[config.mk]
export PLATFORM = sky130hd
export DESIGN_NAME = vga_pattern_gen_flat
export DESIGN_NICKNAME = d
export VERILOG_FILES = /design/src/rtl/vga_pattern_gen_if.sv /design/src/rtl/vga_pattern_gen.sv /design/src/flat_wrapper.sv
export SDC_FILE = /design/constraint.sdc
export NUM_CORES = 1
export LEC_CHECK = 0
export BUFFER_PORTS_ARGS = -buffer_cell sky130_fd_sc_hd__buf_2
export CORE_ASPECT_RATIO = 0.5
export CORE_MARGIN = 8
export CORE_UTILIZATION = 55
export DETAILED_ROUTE_END_ITERATION = 8
export PLACE_DENSITY = 0.79
export SETUP_SLACK_MARGIN = 0.15
export SLEW_MARGIN = 0
export SYNTH_ARGS = -nofsm -noshare
export SYNTH_HDL_FRONTEND = slang
export SYNTH_SLANG_ARGS = --single-unit
[constraint.sdc]
create_clock -name clk_25 -period 3.7 [get_ports clk_25]
set_input_delay 0.37 -clock clk_25 [delete_from_list [all_inputs] [get_ports clk_25]]
set_output_delay 0.37 -clock clk_25 [all_outputs]
set_load 0.02 [all_outputs]
[src/rtl/vga_pattern_gen_if.sv]
// Pixel-stage bus: timing strobes and pattern controls in, pin-aligned video out.
interface vga_pattern_gen_if;
  logic        hsync_in;
  logic        vsync_in;
  logic        video_on_in;
  logic [1:0]  mode;
  logic [11:0] solid_rgb;
  logic        hsync;
  logic        vsync;
  logic [11:0] rgb;
  logic [15:0] frame_cnt;

  modport master (
    output hsync_in, vsync_in, video_on_in, mode, solid_rgb,
    input  hsync, vsync, rgb, frame_cnt
  );

  modport slave (
    input  hsync_in, vsync_in, video_on_in, mode, solid_rgb,
    output hsync, vsync, rgb, frame_cnt
  );
endinterface

[src/rtl/vga_pattern_gen.sv]
// VGA pixel-colour stage: recovers x/y from the timing strobes, renders one of
// four test patterns and re-times sync so colour and sync reach the pins together.
module vga_pattern_gen #(
  parameter int unsigned HVID            = 640,
  parameter int unsigned VVID            = 480,
  parameter int unsigned BAR_W           = 16,
  parameter int unsigned BAR_STEP        = 4,
  parameter bit          SYNC_ACTIVE_LOW = 1'b1
) (
  input  logic             clk_25,
  input  logic             n_rst,
  vga_pattern_gen_if.slave bus
);

  typedef enum logic [1:0] {
    MODE_SOLID   = 2'd0,
    MODE_BARS    = 2'd1,
    MODE_CHECKER = 2'd2,
    MODE_MOVING  = 2'd3
  } mode_e;

  localparam logic [9:0]  X_MAX      = '1;
  localparam logic [9:0]  Y_MAX      = 10'(VVID);
  localparam logic [9:0]  BAR_LAST   = 10'(HVID / 8 - 1);
  localparam logic [9:0]  STEP_L     = 10'(BAR_STEP);
  localparam logic [10:0] BAR_W_L    = 11'(BAR_W);
  localparam logic [10:0] BAR_LIMIT  = 11'(HVID - BAR_W);

  logic        vid_q;
  logic        vs_q;
  logic        vs_rise;
  logic        vid_fall;
  logic [9:0]  x;
  logic [9:0]  y;
  logic [2:0]  bar_idx;
  logic [9:0]  bar_cnt;
  logic [9:0]  bar_pos;
  mode_e       mode_q;
  logic [15:0] frame_cnt_q;
  logic [10:0] bar_end;
  logic [11:0] pix;
  logic [11:0] rgb_q;
  logic        hsync_q;
  logic        vsync_q;

  assign vs_rise  = bus.vsync_in & ~vs_q;
  assign vid_fall = vid_q & ~bus.video_on_in;

  function automatic logic [11:0] bar_colour(input logic [2:0] idx);
    case (idx)
      3'd0:    return 12'hFFF;
      3'd1:    return 12'hFF0;
      3'd2:    return 12'h0FF;
      3'd3:    return 12'h0F0;
      3'd4:    return 12'hF0F;
      3'd5:    return 12'hF00;
      3'd6:    return 12'h00F;
      default: return 12'h000;
    endcase
  endfunction

  // Registered copies of video_on/vsync for edge detection.
  always_ff @(posedge clk_25 or negedge n_rst) begin
    if (!n_rst) begin
      vid_q <= 1'b0;
      vs_q  <= 1'b0;
    end else begin
      vid_q <= bus.video_on_in;
      vs_q  <= bus.vsync_in;
    end
  end

  // x: length of the current video_on run so far, saturating.
  always_ff @(posedge clk_25 or negedge n_rst) begin
    if (!n_rst)                  x <= '0;
    else if (!bus.video_on_in)   x <= '0;
    else if (x != X_MAX)         x <= x + 10'd1;
  end

  // y: lines since vsync; a vsync rise beats a same-cycle line end.
  always_ff @(posedge clk_25 or negedge n_rst) begin
    if (!n_rst)                       y <= '0;
    else if (vs_rise)                 y <= '0;
    else if (vid_fall && y != Y_MAX)  y <= y + 10'd1;
  end

  // Colour-bar index tracked alongside x so no divider is needed; clamps at the last bar.
  always_ff @(posedge clk_25 or negedge n_rst) begin
    if (!n_rst) begin
      bar_idx <= '0;
      bar_cnt <= '0;
    end else if (!bus.video_on_in) begin
      bar_idx <= '0;
      bar_cnt <= '0;
    end else if (bar_cnt == BAR_LAST) begin
      bar_cnt <= '0;
      if (bar_idx != 3'd7) bar_idx <= bar_idx + 3'd1;
    end else begin
      bar_cnt <= bar_cnt + 10'd1;
    end
  end

  // Once-per-frame updates: mode latch, frame counter, moving-bar position.
  always_ff @(posedge clk_25 or negedge n_rst) begin
    if (!n_rst) begin
      mode_q      <= MODE_SOLID;
      frame_cnt_q <= '0;
      bar_pos     <= '0;
    end else if (vs_rise) begin
      mode_q      <= mode_e'(bus.mode);
      frame_cnt_q <= frame_cnt_q + 16'd1;
      if ({1'b0, bar_pos} + {1'b0, STEP_L} > BAR_LIMIT) bar_pos <= '0;
      else                                             bar_pos <= bar_pos + STEP_L;
    end
  end

  // Pattern colour for the current input cycle; black outside active video.
  always_comb begin
    bar_end = {1'b0, bar_pos} + BAR_W_L;
    pix     = '0;
    if (bus.video_on_in) begin
      case (mode_q)
        MODE_SOLID:   pix = bus.solid_rgb;
        MODE_BARS:    pix = bar_colour(bar_idx);
        MODE_CHECKER: pix = (x[5] ^ y[5]) ? 12'hFFF : 12'h000;
        MODE_MOVING:  pix = (x >= bar_pos && {1'b0, x} < bar_end) ? 12'hFFF : 12'h00F;
        default:      pix = '0;
      endcase
    end
  end

  // Single output register stage keeps rgb and both syncs on the same edge.
  always_ff @(posedge clk_25 or negedge n_rst) begin
    if (!n_rst) begin
      rgb_q   <= '0;
      hsync_q <= SYNC_ACTIVE_LOW;
      vsync_q <= SYNC_ACTIVE_LOW;
    end else begin
      rgb_q   <= pix;
      hsync_q <= bus.hsync_in ^ SYNC_ACTIVE_LOW;
      vsync_q <= bus.vsync_in ^ SYNC_ACTIVE_LOW;
    end
  end

  assign bus.rgb       = rgb_q;
  assign bus.hsync     = hsync_q;
  assign bus.vsync     = vsync_q;
  assign bus.frame_cnt = frame_cnt_q;

endmodule

[src/flat_wrapper.sv]
// flat-port wrapper written by rule: the top's interface ports become plain ports
module vga_pattern_gen_flat 
#(
  parameter int unsigned HVID            = 640,
  parameter int unsigned VVID            = 480,
  parameter int unsigned BAR_W           = 16,
  parameter int unsigned BAR_STEP        = 4,
  parameter bit          SYNC_ACTIVE_LOW = 1'b1
)
  (clk_25, n_rst, bus_hsync_in, bus_vsync_in, bus_video_on_in, bus_mode, bus_solid_rgb, bus_hsync, bus_vsync, bus_rgb, bus_frame_cnt);
  vga_pattern_gen_if bus_i ();
  input  logic clk_25;
  input  logic n_rst;
  input wire logic [$bits(bus_i.hsync_in)-1:0] bus_hsync_in;
  input wire logic [$bits(bus_i.vsync_in)-1:0] bus_vsync_in;
  input wire logic [$bits(bus_i.video_on_in)-1:0] bus_video_on_in;
  input wire logic [$bits(bus_i.mode)-1:0] bus_mode;
  input wire logic [$bits(bus_i.solid_rgb)-1:0] bus_solid_rgb;
  output wire logic [$bits(bus_i.hsync)-1:0] bus_hsync;
  output wire logic [$bits(bus_i.vsync)-1:0] bus_vsync;
  output wire logic [$bits(bus_i.rgb)-1:0] bus_rgb;
  output wire logic [$bits(bus_i.frame_cnt)-1:0] bus_frame_cnt;
  assign bus_i.hsync_in = bus_hsync_in;
  assign bus_i.vsync_in = bus_vsync_in;
  assign bus_i.video_on_in = bus_video_on_in;
  assign bus_i.mode = bus_mode;
  assign bus_i.solid_rgb = bus_solid_rgb;
  assign bus_hsync = bus_i.hsync;
  assign bus_vsync = bus_i.vsync;
  assign bus_rgb = bus_i.rgb;
  assign bus_frame_cnt = bus_i.frame_cnt;
  vga_pattern_gen #(.HVID(HVID), .VVID(VVID), .BAR_W(BAR_W), .BAR_STEP(BAR_STEP), .SYNC_ACTIVE_LOW(SYNC_ACTIVE_LOW)) u_core (.clk_25(clk_25), .n_rst(n_rst), .bus(bus_i));
endmodule
* Word level (Yosys, flattened, before mapping)
Cells that the tools add are included.
Operators by class: add/sub/neg operators 8, $lt $le $gt $ge 3, equal/unequal tests 16, multiplexer cells 15, bitwise operators 7, reduce and logical (&&, ||, !) cells 6
Operator list (number):
- one-hot mux 12 bit (7 select lines) | 1
- two-way mux 10 bit | 7
- one-hot mux 12 bit (4 select lines) | 1
- two-way mux 12 bit | 3
- adder 10 x 1 -> 10 bit (second input constant) | 3
- adder 16 x 1 -> 16 bit (second input constant) | 1
- adder 10 x 3 -> 11 bit (second input constant) | 1
- adder 10 x 5 -> 11 bit (second input constant) | 1
- > comparator 11 x 10 -> 1 bit (second input constant) | 1
- < comparator 10 x 11 -> 1 bit | 1
- adder 10 x 3 -> 10 bit (second input constant) | 1
- == test 10 x 7 -> 1 bit (second input constant) | 1
- >= comparator 10 bit | 1
- inequality test 10 bit (second input constant) | 1
- inequality test 10 x 9 -> 1 bit (second input constant) | 1
- == test 3 bit (second input constant) | 3
- two-way mux 3 bit | 3
- == test 3 x 2 -> 1 bit (second input constant) | 2
- inequality test 2 x 1 -> 1 bit (second input constant) | 3
- == test 2 bit (second input constant) | 2
- inverter 1 bit | 4
- adder 3 x 1 -> 3 bit (second input constant) | 1
- == test 3 x 1 -> 1 bit (second input constant) | 1
- logical NOT 3 bit | 1
- 8 further kinds | 10
Word-level totals: flip-flop bits (word level) 77, output and inout bits 30, word-level logic and storage cells 67

* Longest topological paths before layout
depth after elaboration 6, mapped depth 10, mapped depth without buffers 9

* Worst setup path after synthesis
No wires, ideal clock.
path type register to register, from register u_core.bar_pos[4], to register u_core.rgb_q[11] (netlist: u_core.bus.rgb[11]), library setup time 0.073 ns, data arrival time 2.316 ns, required time 3.627 ns, setup slack 1.310 ns, stages on the path, launching flop included 11, buffers on the path 1, period minus slack after synthesis 2.390 ns, path through dfrtp_1 > ha_1 > clkbuf_1 > nand3_1 > xnor2_1 > ha_1 > a21o_1 > a2111oi_0 > and3_1 > o221ai_1 > nor2_1
On the way: cells in the longest elaborated chain, start to end 6, elaborated cells between the ends (all ways) 7
RTL lines:
- start, declared | line vga_pattern_gen.sv:37 | logic [9:0] bar_pos;
- start signal, assigned | line vga_pattern_gen.sv:113 | else bar_pos <= bar_pos + STEP_L;
- adder 10 x 5 -> 11 bit | line vga_pattern_gen.sv:119 | bar_end = {1'b0, bar_pos} + BAR_W_L;
- < comparator 10 x 11 -> 1 bit | line vga_pattern_gen.sv:126 | MODE_MOVING: pix = (x >= bar_pos && {1'b0, x} < bar_end) ? 12'hFFF : 12'h00F;
- logical AND 1 bit (*) | line vga_pattern_gen.sv:126
- two-way mux 12 bit (*) | line vga_pattern_gen.sv:126
- one-hot mux 12 bit (4 select lines) (*) | line vga_pattern_gen.sv:122 | case (mode_q)
- two-way mux 12 bit (*) | line vga_pattern_gen.sv:121 | if (bus.video_on_in) begin
- net u_core.pix[11] | line vga_pattern_gen.sv:41 | logic [11:0] pix;
- end signal, assigned | line vga_pattern_gen.sv:139 | rgb_q <= pix;
- end, declared | line vga_pattern_gen.sv:42 | logic [11:0] rgb_q;
Mark *: on every way through the listed nets, which the timed path passes. The rest lies on a longest branch. A chain may end at the register's enable or synchronous reset.

* Final worst setup path
from register u_core.bar_pos[4], to register u_core.rgb_q[9] (netlist: u_core.bus.rgb[9])
The elaborated chain is that of the path after synthesis.

==> results.yml <==
outcome:
  status: "completed"
synth:
  netlist_area_mm2: 0.00403
  syn-instance-count: 406
  postSynthAreaPerCell_um2: 9.94
  synthArstFlopShare_pct: 100
  ys.flop_type: "dfrtp_1"
  synth-edff-count: 0
  syn_nets: 453
  ys_seq_area_share_pct: 46.6
  yosysWarnings: 0
  yosysUniqueCellTypes: 55
  ys_ff_latch: 75
floorplan:
  die_x_um: 137
  pin_count: 49
  die_y_um: 76.6
  initial_core_util_pct: 55.9
  die_area_mm2: 0.0105
  fp-row-count: 22
  fp.coreArea_mm2: 0.00721
detailed_routing:
  viasPerCell: 5.35
  postRouteAntennaNets: 0
  wirelength_mm: 7.75
  drt-pass1-iter-count: 4
  wl_per_cell_um: 13.9
  drc: 0
  drt-initial-drc-count: 113
  via_count: 2974
final_layout:
  syn_to_final_growth_pct: 14.6
  nets: 502
  n_antenna_cell: 0
  final_cell_mix: "73 x dfrtp_1, 56 x nor2_1, 47 x buf_2, 36 x nand2_1, 30 x xnor2_1"
  drive_above_1_share_pct: 16.5
  layout.cells.non_filler: 556
  mostFrequentLayoutCell: "dfrtp_1"
setup_path:
  worstPathCellList: "ha_1 -> nand3_1 -> xnor2_1 -> ha_1 -> a21o_1 -> a2111oi_0 -> and3_1 -> o221ai_1 -> nor2_1"
  r2r-end: "u_core.bus.rgb[9]"
  r2r_slack_ns: 1.10
  reg2reg_depth: 9
  crit_top_cell: "ha_1"
  cp-start-kind: "flip-flop"
  slowest_stage: "dfrtp_1"
  path_max_fanout: 8
  required_ns: 3.97
  end_kind: "flip-flop"
  r2r_start: "u_core.bar_pos[4]"
  endpoint: "u_core.bus.rgb[9]"
  arrival_ns: 2.87
  critPathKind: "flip-flop to flip-flop"
  slowest_delay_ns: 0.46
  crit_path_start: "u_core.bar_pos[4]"
timing:
  rsz0062_at_grt: "false"
  tightestPinTransition_ns: 0.919
  hold_viol: 0
  slew_violations: 0
  finalSetupViolCount: 0
  min_period_ns: 2.60
  fin_tns_setup_ns: 0
  slew_headroom_pct: 38.8
  clock.fmax_ghz: 0.384
  fin_skew_ns: 0.00618
  period_share_pct: 70.4
hold_path:
  min_path_type: "primary input to flip-flop"
place:
  dp_hpwl_mm: 5.65
  routabilityCongestion: 0.907
  dp.cells: 540
  io_buffers: 48
clock_network:
  cts_tree: "done"
  clockBufferDepth: 2
  clock_latency_ns: 0.34
  htreeDepth: 3
  cts_root_buf: "clkbuf_16"
  post_cts_buffers: 0
  cts.repair.resized: 0
  cts-buffers-inserted: 9
  holdBufCountCts: 0
  clk_pin_slew_ns: 0.06
  clock_sinks: 75
job:
  drv_cap: 0
global_routing:
  gr-total-overflow: 0
  grt_max_degree: 76
  antenna_found_initial: 0
  grt_pass1_vias: 2964
  grt_use_total_pct: 16.2
  grt_pass1_wl_mm: 13.6
power_and_ir_drop:
  p_per_area_mw_per_mm2: 479
  leakage_nw: 2.25
  worst_ir_drop_vdd_mv: 0.219
  totalPowerFinal_w: 0.00222
## power breakdown
| part | leakage, nW | switching [W] | internal, W |
|---|---|---|---|
| logic | 1.12 | 0.000248 | 0.000159 |
| clock network | 0.135 | 0.000364 | 0.000465 |
| registers | 0.998 | 0.0000800 | 0.000900 |
| total | 2.25 | 0.000692 | 0.00152 |
## state kept, by name, indices dropped and copies added (netlist names)
name / count
u_core.x: 10
u_core.mode_q: 2
u_core.bar_idx: 3
u_core.bar_cnt: 10
u_core.bus.frame_cnt: 16
u_core.bar_pos: 8
u_core.bus.rgb: 12
u_core.y: 10
u_core.vs_q: 1
u_core.bus.hsync: 1
u_core.bus.vsync: 1
u_core.vid_q: 1
## metal layers
metal / GRT usage [%] / routed length, um
met5: 0 / 0
met4: 7.00 / 112
met3: 5.07 / 389
met2: 25.9 / 3710
met1: 19.8 / 3530
## worst max-delay path: cells and delay by family, from the launching register on
kind	cells	cell delay (ns)
flip-flops	1	0.46
XOR/XNOR	1	0.14
adder cells (fa/ha/maj)	2	0.61
AND/OR/NAND/NOR	3	0.52
AO/OA/AOI/OAI	3	0.79
## kinds of logic after synthesis
kind of cell             share of synthesized area [%]
multiplexers                                     0.248
adder cells (fa/ha/maj)                           8.68
AO/OA/AOI/OAI                                     9.09
AND/OR/NAND/NOR                                   21.6
XOR/XNOR                                          10.2
flip-flops                                        46.6
buffers and inverters                             3.54
## layout make-up
type                    count  area (um^2)
clock buffers               9          225
multi-input cells         300         2010
inverters                  20         75.1
well taps                  96          120
fillers                   581         2590
repair buffers             49          250
flip-flops and latches     75         1880
clock inverters             7         61.3
## through the flow
| stage | utilization (%) | hold WS, ns | area [um^2] | setup WS (ns) |
|---|---|---|---|---|
| after floorplan | - | 0.0744 | 4030 | 1.31 |
| after CTS | 64.1 | 0.119 | 4620 | 1.09 |
| final | 64.1 | 0.129 | 4620 | 1.10 |
| after global routing | 64.1 | 0.117 | 4620 | 0.782 |
| after detailed placement | 60.1 | 0.465 | 4340 | 1.08 |
| after global placement | 60.1 | 0.451 | 4340 | 1.26 |
## worst min path at each step
stage                            from           endpoint  slack [ns]  depth (start not counted)
floorplan                       n_rst  u_core.bar_cnt[0]        0.07                          0
global placement    u_core.bar_cnt[0]  u_core.bar_cnt[0]        0.45                          1
detailed placement  u_core.bar_cnt[0]  u_core.bar_cnt[0]        0.46                          1
CTS                      bus_hsync_in   u_core.bus.hsync        0.12                          2
global route             bus_hsync_in   u_core.bus.hsync        0.12                          2
finish                   bus_hsync_in   u_core.bus.hsync        0.13                          2
## cell usage after synthesis (2+ instances only)
library cell	number	area, um^2
nand4_1	11	68.8
and3_1	15	93.8
nor2_1	56	210
nand3_1	18	90.1
o211a_1	3	30.0
and4_1	3	26.3
dfrtp_1	73	1830
a31oi_1	3	18.8
o21a_1	2	15.0
and2_1	8	50.1
nor2b_1	6	37.5
ha_1	28	350
dfstp_2	2	52.6
o22ai_1	4	25.0
buf_2	2	10.0
xor2_1	14	123
o21ai_1	2	10.0
buf_4	2	15.0
nand2b_1	4	25.0
nand2_1	36	135
clkbuf_1	6	22.5
o221ai_1	2	17.5
o211ai_1	4	30.0
nand3b_1	2	15.0
nor3_1	7	35.0
xnor2_1	30	263
inv_1	20	75.1
a21oi_1	7	35.0
o21ai_0	10	50.1
No activity file was read; power rests on OpenSTA's default activity.
